$ cat config.mk
export PLATFORM = sky130hd
export DESIGN_NAME = add_vector_gen
export DESIGN_NICKNAME = d
export VERILOG_FILES = /design/src/rtl/add_vector_gen.sv
export SDC_FILE = /design/constraint.sdc
export NUM_CORES = 1
export LEC_CHECK = 0
export BUFFER_PORTS_ARGS = -buffer_cell sky130_fd_sc_hd__buf_2
export CAP_MARGIN = 20
export CORE_MARGIN = 1
export CORE_UTILIZATION = 59
export CTS_BUF_LIST = sky130_fd_sc_hd__clkbuf_8
export CTS_CLUSTER_DIAMETER = 120
export CTS_CLUSTER_SIZE = 10
export DETAILED_ROUTE_END_ITERATION = 10
export PLACE_DENSITY = 0.9
export RECOVER_POWER = 25
export REMOVE_ABC_BUFFERS = 1
export SYNTH_ARGS = -nofsm -noshare
export SYNTH_HDL_FRONTEND = slang
export SYNTH_SLANG_ARGS = --single-unit
$ cat constraint.sdc
create_clock -name clk -period 4.6 [get_ports clk]
set_clock_uncertainty 0.1 [all_clocks]
set_input_delay 0.46 -clock clk [delete_from_list [all_inputs] [get_ports clk]]
set_output_delay 0.46 -clock clk [all_outputs]
set_load 0.005 [all_outputs]
$ cat src/rtl/add_vector_gen.sv
// Adder test-vector source: emits {cin, a, b} with golden sum/carry over valid/ready.
// Optional VECGEN_CORNER_EN prefixes each run with four fixed corner vectors.
module add_vector_gen #(
    parameter int          WIDTH       = 32,
    parameter int          NUM_VECTORS = 10000,
    parameter logic [31:0] SEED        = 32'h1234_5678
) (
    input  logic             clk,
    input  logic             reset_n,
    input  logic             start,
    input  logic             vec_ready,
    output logic             vec_valid,
    output logic             cin,
    output logic [WIDTH-1:0] a,
    output logic [WIDTH-1:0] b,
    output logic [WIDTH-1:0] exp_s,
    output logic             exp_cout,
    output logic [31:0]      vec_count,
    output logic             busy,
    output logic             done
);

    // state | meaning
    // IDLE  | waiting for start, outputs gated to 0
    // RUN   | presenting a vector, advancing on each accept
    // DONE  | run complete, vec_count holds final total
    typedef enum logic [1:0] {IDLE, RUN, DONE} state_t;

    typedef struct packed {
        logic             cin;
        logic [WIDTH-1:0] a;
        logic [WIDTH-1:0] b;
    } vec_t;

    localparam logic [31:0] B_MASK = 32'hDEAD_BEEF;
    localparam logic [31:0] TAPS   = 32'h8020_0003;
    localparam logic [31:0] SEED_B = SEED ^ B_MASK;

    state_t      state;
    logic [31:0] lfsr_a;
    logic [31:0] lfsr_b;
    logic [31:0] lfsr_a_n;
    logic [31:0] lfsr_b_n;
    logic [31:0] cnt_inc;
    logic        last;
    vec_t        run_vec;
    vec_t        first_vec;
    logic [WIDTH:0] run_sum;
    logic [WIDTH:0] first_sum;

    function automatic logic [31:0] lfsr_step(input logic [31:0] x);
        return (x >> 1) ^ (x[0] ? TAPS : 32'h0);
    endfunction

    function automatic vec_t lfsr_vec(input logic [31:0] la, input logic [31:0] lb);
        vec_t v;
        v.a   = la[WIDTH-1:0];
        v.b   = lb[WIDTH-1:0];
        v.cin = la[31] ^ lb[0];
        return v;
    endfunction

    function automatic logic [WIDTH:0] vec_sum(input vec_t v);
        return {1'b0, v.a} + {1'b0, v.b} + {{WIDTH{1'b0}}, v.cin};
    endfunction

`ifdef VECGEN_CORNER_EN
    localparam logic [31:0] ALT_A = 32'h5555_5555;
    localparam logic [31:0] ALT_B = 32'hAAAA_AAAA;

    // cidx counts issued corners; bit 2 set means the corner phase is over
    logic [2:0] cidx;
    logic [2:0] cidx_n;
    logic       in_corner;

    function automatic vec_t corner_vec(input logic [1:0] idx);
        vec_t v;
        v = '0;
        case (idx)
            2'd1: begin v.a = '1; v.b = '1; v.cin = 1'b1; end
            2'd2: begin v.a = '1; v.b = '0; v.cin = 1'b1; end
            2'd3: begin v.a = ALT_A[WIDTH-1:0]; v.b = ALT_B[WIDTH-1:0]; end
            default: v = '0;
        endcase
        return v;
    endfunction

    always_comb begin
        in_corner = ~cidx[2];
        lfsr_a_n  = in_corner ? lfsr_a : lfsr_step(lfsr_a);
        lfsr_b_n  = in_corner ? lfsr_b : lfsr_step(lfsr_b);
        cidx_n    = in_corner ? cidx + 3'd1 : cidx;
        run_vec   = cidx_n[2] ? lfsr_vec(lfsr_a_n, lfsr_b_n) : corner_vec(cidx_n[1:0]);
        first_vec = corner_vec(2'd0);
    end
`else
    always_comb begin
        lfsr_a_n  = lfsr_step(lfsr_a);
        lfsr_b_n  = lfsr_step(lfsr_b);
        run_vec   = lfsr_vec(lfsr_a_n, lfsr_b_n);
        first_vec = lfsr_vec(SEED, SEED_B);
    end
`endif

    always_comb begin
        cnt_inc   = vec_count + 32'd1;
        last      = (cnt_inc == 32'(NUM_VECTORS));
        run_sum   = vec_sum(run_vec);
        first_sum = vec_sum(first_vec);
    end

    always_ff @(posedge clk) begin
        if (!reset_n) begin
            state     <= IDLE;
            lfsr_a    <= SEED;
            lfsr_b    <= SEED_B;
            vec_count <= '0;
`ifdef VECGEN_CORNER_EN
            cidx      <= '0;
`endif
            vec_valid <= 1'b0;
            busy      <= 1'b0;
            done      <= 1'b0;
            cin       <= 1'b0;
            a         <= '0;
            b         <= '0;
            exp_s     <= '0;
            exp_cout  <= 1'b0;
        end else begin
            case (state)
                IDLE, DONE: begin
                    if (start) begin
                        state     <= RUN;
                        lfsr_a    <= SEED;
                        lfsr_b    <= SEED_B;
                        vec_count <= '0;
`ifdef VECGEN_CORNER_EN
                        cidx      <= '0;
`endif
                        vec_valid <= 1'b1;
                        busy      <= 1'b1;
                        done      <= 1'b0;
                        cin       <= first_vec.cin;
                        a         <= first_vec.a;
                        b         <= first_vec.b;
                        exp_s     <= first_sum[WIDTH-1:0];
                        exp_cout  <= first_sum[WIDTH];
                    end
                end
                RUN: begin
                    if (vec_ready) begin
                        vec_count <= cnt_inc;
                        lfsr_a    <= lfsr_a_n;
                        lfsr_b    <= lfsr_b_n;
`ifdef VECGEN_CORNER_EN
                        cidx      <= cidx_n;
`endif
                        if (last) begin
                            state     <= DONE;
                            vec_valid <= 1'b0;
                            busy      <= 1'b0;
                            done      <= 1'b1;
                            cin       <= 1'b0;
                            a         <= '0;
                            b         <= '0;
                            exp_s     <= '0;
                            exp_cout  <= 1'b0;
                        end else begin
                            cin       <= run_vec.cin;
                            a         <= run_vec.a;
                            b         <= run_vec.b;
                            exp_s     <= run_sum[WIDTH-1:0];
                            exp_cout  <= run_sum[WIDTH];
                        end
                    end
                end
                default: state <= IDLE;
            endcase
        end
    end

endmodule
==> impl_metrics.env, run 1 <==
export IMPL_outcome="complete, no violations"
export IMPL_dieArea_mm2=0.01662
export IMPL_firstDrtPassIters=7
export IMPL_combined_area_of_all_synthesized_cells_mm2=0.009507
export IMPL_worst_setup_path_type="register to register"
export IMPL_io_buffer_count=136
export IMPL_detail_route_iter0_violations=926
export IMPL_die_height_um=128.9
export IMPL_clkTransAtPathRegs_ns=0.10
export IMPL_dpl_instance_area_mm2=0.01020
export IMPL_synth_avg_cell_area_um2=8.346
export IMPL_grt_remaining_overflow=0
export IMPL_clock_tree_htree_level_count=4
export IMPL_post_synth_top_area_fraction=0.4170
export IMPL_grt_start_max_net_pins=73
export IMPL_sequential_to_total_area_share_from_yosys_stat=0.4170
export IMPL_initial_antenna_violation_count=0
export IMPL_grtUsageMet1=0.3991
export IMPL_asyncSetResetFlopFracSynth=0
export IMPL_endpoint_kind="register"
export IMPL_final_period_utilization=0.8616
export IMPL_hpwl_after_dpl_um=16760
export IMPL_cts_hold_repair_buffers=0
export IMPL_dominant_cells_by_area_after_synthesis="dfxtp_1 (42%), nor2_1 (6.6%), o21ai_0 (5.8%)"
export IMPL_post_route_cells_drive_above_1_share=0.1494
export IMPL_cp_startpoint="vec_count[0]"
export IMPL_grt_setup_unrepaired="false"
export IMPL_placement_rows=46
export IMPL_antenna_cells_inserted=0
export IMPL_critPathLaunchType="register"
export IMPL_route_final_wire_length_um=25400
export IMPL_core_region_area_mm2=0.01583
export IMPL_met2_usage=0.4855
export IMPL_top_usage_layer="met2"
export IMPL_setup_slack_reg_to_reg_ns=0.64
export IMPL_final_cell_area_mm2=0.01054
export IMPL_hold_ws_ns=0.1694
export IMPL_max_freq_mhz=252.3
export IMPL_clock_root_buffer="clkbuf_8"
export IMPL_timing_rr_end="cin"
export IMPL_tritoncts="done"
export IMPL_netlist_instances=1139
export IMPL_gpl_final_weighted_congestion=0.9078
export IMPL_global_route_usage_total=0.3064
export IMPL_yosys_warnings=0
export IMPL_timing_rr_start="vec_count[0]"
export IMPL_yosys_cell_types_count=68
export IMPL_via_per_inst=6.271
export IMPL_clockBufferDepth=2
export IMPL_worst_slew_pin_tran_ns=0.9794
export IMPL_area_growth_synth_to_final_pct=10.90
export IMPL_most_common_layout_cells="dfxtp_1 (198), nor2_1 (166), o21ai_0 (110)"
export IMPL_ys_dominant_reg_cell="dfxtp_1"
export IMPL_timing_critical_path_fanout_max=33
export IMPL_leakage_power_total_nw=4.359
export IMPL_grt_first_pass_wirelength_um=40210
export IMPL_antenna_nets_post_route=0
export IMPL_final_max_slew_violation_count=0
export IMPL_wirelength_per_cell_um=17.54
export IMPL_insertion_delay_ns=0.50
export IMPL_global_route_usage_met3=0.06528
export IMPL_cts_inserted_buffers=17
export IMPL_reg2regPathDepth=9
export IMPL_synth_enable_flop_cells=0
export IMPL_effective_utilization_at_floorplan=0.6006
export IMPL_layout_cells_most_common="dfxtp_1"
export IMPL_i_o_pins=137
export IMPL_drc=0
export IMPL_die_width_um=128.9
export IMPL_nets=1256
export IMPL_yosys_area_top_type="dfxtp_1"
export IMPL_timing_final_hold_violations=0
export IMPL_drv_max_cap_violation_count=0
export IMPL_timing_critical_path_to="cin"
export IMPL_post_cts_buffers=0
export IMPL_hold_path_class="input pin to register"
export IMPL_maxSlewHeadroom=0.3455
export IMPL_first_global_vias=7955
export IMPL_finalSetupViolCount=0
export IMPL_routed_via_count=9080
export IMPL_numClockSinks=198
export IMPL_critical_path_arrival_ns=4.22
export IMPL_vdd_ir_drop_max_v=0.0002185
export IMPL_ys_seq_elements=198
export IMPL_postCtsResizedCells=0
export IMPL_layout_min_cycle_time_ns=3.963
export IMPL_worst_endpoint_required_ns=4.86
export IMPL_power_per_cell_area_mw_per_mm2=331.3
-- stage by stage --
step / setup WS (ns) / total power [mW] / TNS (ns) / cells / utilization
floorplan: -0.3497 / 2.210 / -2.112 / 1052 / -
global placement: 0.9134 / 2.394 / 0 / 1416 / 0.6442
detailed placement: 0.7432 / 2.405 / 0 / 1416 / 0.6442
CTS: 0.6761 / 3.489 / 0 / 1448 / 0.6687
global route: 0.2999 / 3.620 / 0 / 1448 / 0.6661
finish: 0.6365 / 3.493 / 0 / 1448 / 0.6661
-- routing by layer --
layer,share of wire,vias up
met2,0.46,443
met3,0.084,65
met4,0.032,0
li1,-,4285
met5,0,-
met1,0.42,4287
-- cell type report --
type | instances | area (um2)
fillers | 1301 | 5285
multi-input cells | 844 | 5154
flip-flops and latches | 198 | 3964
repair buffers | 148 | 729.5
well taps | 216 | 270.3
clock buffers | 18 | 247.7
clock inverters | 14 | 140.1
inverters | 10 | 37.54
-- state kept, by name, summed over array words and instances, names as in the netlist --
signal,cells
a,32
b,32
exp_s,32
lfsr_a,32
lfsr_b,32
vec_count,32
state,2
busy,1
cin,1
done,1
exp_cout,1
-- worst min path at each step --
stage                        start  endpoint  cells after the start
after CTS                    start  state[1]                      4
after global placement        done      done                      2
final                        start  state[1]                      4
after detailed placement     b[10]     b[10]                      1
after global routing         start  state[1]                      4
after floorplan           state[1]  state[1]                      2
-- cell families (layout without fill, tap and decap cells) --
group           Yosys count  in the layout  share of synthesized area
xor+xnor                 39             39                    0.03593
compound gates          385            385                     0.2599
buf+inv                  97            190                    0.04369
fa+ha+maj                33             33                    0.04422
mux                       8              8                   0.008818
flops                   198            198                     0.4170
simple gates            379            379                     0.1904
-- power breakdown --
group	internal [mW]	switching, mW	leakage [nW]
combinational	0.188	0.324	2.55
sequential	1.80	0.0647	1.62
clock	0.458	0.660	0.192
-- worst max-delay path: stages, from the launching register on --
cell,delay [ns]
dfxtp_1,0.47
ha_1,0.29
nand4_1,0.23
or3_1,0.42
o32ai_1,0.31
o211ai_1,0.18
nand3b_1,0.20
or4_4,0.68
o211ai_2,0.72
o21ai_0,0.19
-- synthesized netlist by cell type (5+ instances only) --
library cell	count
a211oi_1	8
a21o_1	21
a21oi_1	98
a22o_1	39
a22oi_1	37
a311oi_1	11
a31oi_1	9
and2_1	5
and3_1	7
buf_1	9
buf_2	12
clkbuf_1	58
dfxtp_1	198
ha_1	32
inv_1	9
mux2i_1	7
nand2_1	61
nand2b_1	5
nand3_1	21
nand3b_1	6
nand4_1	18
nor2_1	168
nor3_1	46
nor3b_1	7
o21ai_0	110
o21ai_2	10
or2_2	7
or3_1	6
xnor2_1	19
xor2_1	20
(Power assumes the default switching activity.)
==> inputs of run 2 (changes only) <==
- ABC_CLOCK_PERIOD_IN_PS: not set -> 4600
- PLACE_DENSITY: 0.9 -> 0.82
==> run 2 against run 1 <==
Cell area rose by 0.12%. Non-clock buffer count did not move. Sequential share of layout area barely moved. Final cell count did not move. Count of clock-buffer cells in the layout did not move. Combinational power barely moved. Largest cell class unchanged. Routed wire length fell by 0.27%. Worst hold slack improved by 0.026 ns. Register-to-register slack improved by 0.02 ns.
==> impl_metrics.env, run 2 (synthesis gave the netlist of run 1 again) <==
export IMPL_insertion_delay_ns=0.49
export IMPL_antenna_cells_inserted=0
export IMPL_critPathMaxStageDelay_ns=0.54
export IMPL_leakage_power_total_nw=4.360
export IMPL_via_per_inst=6.169
export IMPL_global_route_usage_total=0.3122
export IMPL_clock_root_buffer="clkbuf_8"
export IMPL_first_global_vias=8428
export IMPL_power_share_sequential=0.529
export IMPL_switching_power_mw=1.027
export IMPL_drc=0
export IMPL_route_final_wire_length_um=25330
export IMPL_die_height_um=128.9
export IMPL_timing_critical_path_fanout_max=8
export IMPL_postCtsResizedCells=0
export IMPL_endpoint_kind="register"
export IMPL_detail_route_iter0_violations=691
export IMPL_die_width_um=128.9
export IMPL_grt_first_pass_wirelength_um=41170
export IMPL_gpl_final_weighted_congestion=0.9196
export IMPL_grt_start_max_net_pins=74
export IMPL_clkTransAtPathRegs_ns=0.10
export IMPL_firstDrtPassIters=5
export IMPL_final_period_utilization=0.8579
export IMPL_cts_hold_repair_buffers=0
export IMPL_drv_max_cap_violation_count=0
export IMPL_worst_setup_path_type="register to register"
export IMPL_clockBufferDepth=2
export IMPL_antenna_nets_post_route=0
export IMPL_cts_inserted_buffers=17
export IMPL_critical_path_arrival_ns=4.24
export IMPL_critPathLaunchType="register"
export IMPL_outcome="complete, no violations"
export IMPL_share_of_total_power_in_the_clock_network=0.325
export IMPL_clock_tree_htree_level_count=4
export IMPL_max_freq_mhz=253.4
export IMPL_worst_hold_path_num_cells=4
export IMPL_initial_antenna_violation_count=1
export IMPL_placement_rows=46
export IMPL_power_per_cell_area_mw_per_mm2=333.3
export IMPL_hold_path_class="input pin to register"
export IMPL_fillers=1368
export IMPL_hold_ws_ns=0.1957
export IMPL_cp_slowest_cell="dfxtp_1"
export IMPL_numClockSinks=198
export IMPL_pwr_share_comb=0.146
export IMPL_maxSlewHeadroom=0.3065
export IMPL_routed_via_count=8933
export IMPL_io_buffer_count=136
export IMPL_worst_endpoint_required_ns=4.89
export IMPL_grt_remaining_overflow=0
export IMPL_timing_final_hold_violations=0
export IMPL_vdd_ir_drop_max_v=0.0002239
export IMPL_most_common_layout_cells="dfxtp_1 (198), nor2_1 (166), o21ai_0 (110)"
export IMPL_hpwl_after_dpl_um=16460
export IMPL_worst_slew_pin_tran_ns=1.035
export IMPL_post_route_cells_drive_above_1_share=0.1461
export IMPL_nets=1256
export IMPL_dieArea_mm2=0.01662
export IMPL_layout_cells_most_common="dfxtp_1"
export IMPL_grt_setup_unrepaired="false"
export IMPL_crit_chain="xor2_1 -> nor2_1 -> a21oi_1 -> fa_1 -> a211oi_1 -> o21ai_0 -> a31oi_1 -> o211ai_1 -> a21oi_1 -> a311oi_1 -> a311oi_1 -> o21ai_0 -> a22o_1"
export IMPL_effective_utilization_at_floorplan=0.6006
export IMPL_utilization=0.6669
export IMPL_tritoncts="done"
export IMPL_core_region_area_mm2=0.01583
export IMPL_setup_slack_reg_to_reg_ns=0.65
export IMPL_post_cts_buffers=0
export IMPL_wirelength_per_cell_um=17.49
export IMPL_power_report_internal_total_mw=2.491
export IMPL_reg2regPathDepth=13
export IMPL_area_growth_synth_to_final_pct=11.03
export IMPL_final_max_slew_violation_count=0
export IMPL_switching_share=0.2920
export IMPL_i_o_pins=137
export IMPL_finalSetupViolCount=0
export IMPL_layout_min_cycle_time_ns=3.946
run 2: changes by cell type in the layout (fill, tap and decap cells not counted):
cell	change
inv_8	-2
buf_1	-1
clkinv_2	+3
bufinv_16	+1
buf_12	+1
or2_4	-1
buf_2	-4
clkinvlp_4	-2
clkbuf_1	+5
buf_4	-1
or2_2	+1
run 2: stage by stage:
step                TNS, ns  cell area (um2)  setup WS (ns)  power, mW  instances
floorplan            -2.112             9129        -0.3497      2.210       1052
global placement          0            10210         0.9032      2.398       1416
detailed placement        0            10210         0.7780      2.408       1416
CTS                       0            10600         0.7313      3.528       1448
global route              0            10560         0.3138      3.664       1448
finish                    0            10560         0.6536      3.518       1448
run 2: path summary, 6_finish.rpt:
| kind | start | endpoint |
|---|---|---|
| worst min-delay path | vec_ready | state[0] |
| worst min register to register | busy | busy |
| worst max-delay path | lfsr_b[0] | exp_cout |
| worst max register to register | lfsr_b[0] | exp_cout |
run 2: per-layer routing:
metal	track usage	part of all wire	vias to the layer above	routed length [um]
met5	0	0.00051	-	13
li1	-	-	4281	-
met3	0.05405	0.076	39	1915
met4	0.1204	0.018	2	445
met1	0.3991	0.43	4260	10950
met2	0.5256	0.47	351	12010
run 2: cell type report:
| class | count | area, um2 | share of cell area |
|---|---|---|---|
| clock buffer | 18 | 247.7 | 0.02347 |
| clock inverter | 14 | 147.6 | 0.01399 |
| inverter | 10 | 37.54 | 0.003556 |
| multi-input combinational | 844 | 5151 | 0.4880 |
| sequential | 198 | 3964 | 0.3755 |
| tap | 216 | 270.3 | 0.02560 |
| timing repair buffer | 148 | 737.0 | 0.06982 |
run 2: worst max-delay path, delay by kind of cell, from the launching register on:
kind | cells | cell delay [ns]
AO/OA/AOI/OAI | 10 | 2.43
AND/OR/NAND/NOR | 1 | 0.12
XOR/XNOR | 1 | 0.20
flip-flops | 1 | 0.54
adder cells (fa/ha/maj) | 1 | 0.45
run 2: power by group through the flow:
stage / sequential, mW / combinational (mW) / clock (mW)
floorplan: 1.89 / 0.320 / 0
global placement: 1.90 / 0.500 / 0
detailed placement: 1.90 / 0.511 / 0
CTS: 1.86 / 0.516 / 1.15
global route: 1.87 / 0.566 / 1.23
finish: 1.86 / 0.513 / 1.14
==> inputs of run 3 (changes only) <==
- ABC_CLOCK_PERIOD_IN_PS: 4600 -> 4400
- clock period: 4.6 -> 4.4 ns (I/O delays scaled with it)
==> run 3 against run 2 <==
Non-clock buffer count rose by 2. Cell area is 0.29% higher. Critical path depth is the same. First-iteration DRC count up 15%. Core utilization grew 0.19 points. Sequential share of layout area is 0.11 points lower. Global-route usage fell by 0.54 points. Sequential cell count stayed put. Setup slack got worse by 0.22 ns. Routed wire length is 0.28% lower. Die area unchanged. Via count decreased by 0.76%. Largest cell class unchanged.
==> impl_metrics.env, run 3 (synthesis gave the netlist of run 1 again) <==
export IMPL_outcome="complete, no violations"
export IMPL_critical_path_arrival_ns=4.23
export IMPL_critical_path_top_delay_family="compound AO/OA/AOI/OAI gates"
export IMPL_hpwl_after_dpl_um=16320
export IMPL_total_power_mw=3.694
export IMPL_io_buffer_count=136
export IMPL_grt_first_pass_wirelength_um=40560
export IMPL_wirelength_per_cell_um=17.43
export IMPL_post_route_cells_drive_above_1_share=0.1468
export IMPL_power_per_cell_area_mw_per_mm2=349.0
export IMPL_first_global_vias=7955
export IMPL_leakage_power_total_nw=4.377
export IMPL_detail_route_iter0_violations=796
export IMPL_clockBufferDepth=2
export IMPL_grt_start_max_net_pins=74
export IMPL_core_region_area_mm2=0.01583
export IMPL_placement_rows=46
export IMPL_worst_endpoint_required_ns=4.66
export IMPL_dpl_instance_area_mm2=0.01022
export IMPL_die_width_um=128.9
export IMPL_dieArea_mm2=0.01662
export IMPL_route_final_wire_length_um=25260
export IMPL_grt_remaining_overflow=0
export IMPL_drc=0
export IMPL_finalSetupViolCount=0
export IMPL_nets=1258
export IMPL_global_route_usage_total=0.3067
export IMPL_max_freq_mhz=252.2
export IMPL_numClockSinks=198
export IMPL_layout_cells_non_filler=1449
export IMPL_endpoint_kind="register"
export IMPL_setup_slack_reg_to_reg_ns=0.44
export IMPL_final_setup_tns_ns=0
export IMPL_crit_chain="xor2_1 -> nor2_1 -> a21oi_1 -> fa_1 -> a211oi_1 -> o21ai_0 -> a31oi_1 -> o211ai_1 -> a21oi_1 -> a311oi_1 -> a311oi_1 -> o21ai_0 -> a22o_1"
export IMPL_die_height_um=128.9
export IMPL_place_inst=1418
export IMPL_most_common_layout_cells="dfxtp_1 (198), nor2_1 (166), o21ai_0 (110)"
export IMPL_hold_path_class="input pin to register"
export IMPL_routed_via_count=8865
export IMPL_final_period_utilization=0.9011
export IMPL_effective_utilization_at_floorplan=0.6006
export IMPL_vdd_ir_drop_max_v=0.0002383
export IMPL_initial_antenna_violation_count=0
export IMPL_postCtsResizedCells=0
export IMPL_worst_setup_path_type="register to register"
export IMPL_final_critical_path_setup_slack_ns=0.4352
export IMPL_firstDrtPassIters=5
export IMPL_tritoncts="done"
export IMPL_worst_slew_pin_tran_ns=1.146
export IMPL_drv_max_cap_violation_count=0
export IMPL_timing_critical_path_fanout_max=8
export IMPL_clock_root_buffer="clkbuf_8"
export IMPL_via_per_inst=6.118
export IMPL_i_o_pins=137
export IMPL_cp_num_buf_inv=0
export IMPL_antenna_cells_inserted=0
export IMPL_gpl_final_weighted_congestion=0.9154
export IMPL_clock_tree_htree_level_count=4
export IMPL_critPathMaxStageDelay_ns=0.53
export IMPL_cts_hold_repair_buffers=0
export IMPL_timing_final_hold_violations=0
export IMPL_maxSlewHeadroom=0.2319
export IMPL_clkTransAtPathRegs_ns=0.09
export IMPL_place_ws_ns=0.5424
export IMPL_insertion_delay_ns=0.47
export IMPL_layout_cells_most_common="dfxtp_1"
export IMPL_final_max_slew_violation_count=0
export IMPL_antenna_nets_post_route=0
export IMPL_area_growth_synth_to_final_pct=11.35
export IMPL_cts_inserted_buffers=17
export IMPL_post_cts_buffers=0
export IMPL_layout_min_cycle_time_ns=3.965
export IMPL_cp_slowest_cell="dfxtp_1"
export IMPL_final_cell_area_mm2=0.01059
export IMPL_critPathLaunchType="register"
export IMPL_grt_setup_unrepaired="false"
run 3: cell type report:
| type | instances | area (um2) |
|---|---|---|
| multi-input cells | 844 | 5151 |
| clock buffers | 21 | 289.0 |
| well taps | 216 | 270.3 |
| inverters | 10 | 37.54 |
| flip-flops and latches | 198 | 3964 |
| fillers | 1364 | 5243 |
| clock inverters | 10 | 120.1 |
| repair buffers | 150 | 753.2 |
run 3: per-layer routing:
| layer | global-route usage | up-vias | part of all wire |
|---|---|---|---|
| met5 | 0 | - | 0 |
| met4 | 0.1010 | 0 | 0.018 |
| met3 | 0.05322 | 35 | 0.066 |
| met2 | 0.5078 | 330 | 0.47 |
| met1 | 0.4056 | 4219 | 0.45 |
| li1 | - | 4281 | - |
run 3: report_power, final:
group	switching [mW]	internal (mW)
clock	0.641	0.568
sequential	0.0680	1.88
combinational	0.338	0.200
run 3: worst paths after layout:
check | from | to | cells past startpoint
worst min register to register | state[1] | state[1] | 2
worst max register to register | lfsr_b[0] | exp_cout | 13
worst max-delay path | lfsr_b[0] | exp_cout | 13
worst min-delay path | start | state[1] | 4
run 3: metrics by stage:
step | hold slack, ns | util
finish | 0.1819 | 0.6688
CTS | 0.1564 | 0.6716
global route | 0.1734 | 0.6688
detailed placement | 0.3559 | 0.6458
floorplan | 0.3446 | -
global placement | 0.3529 | 0.6458
run 3: worst reg2reg max path, stage by stage (launching register included):
cell and delay (ns):
dfxtp_1 0.53, xor2_1 0.20, nor2_1 0.12, a21oi_1 0.06, fa_1 0.45, a211oi_1 0.36, o21ai_0 0.16, a31oi_1 0.39
o211ai_1 0.21, a21oi_1 0.44, a311oi_1 0.17, a311oi_1 0.36, o21ai_0 0.14, a22o_1 0.18
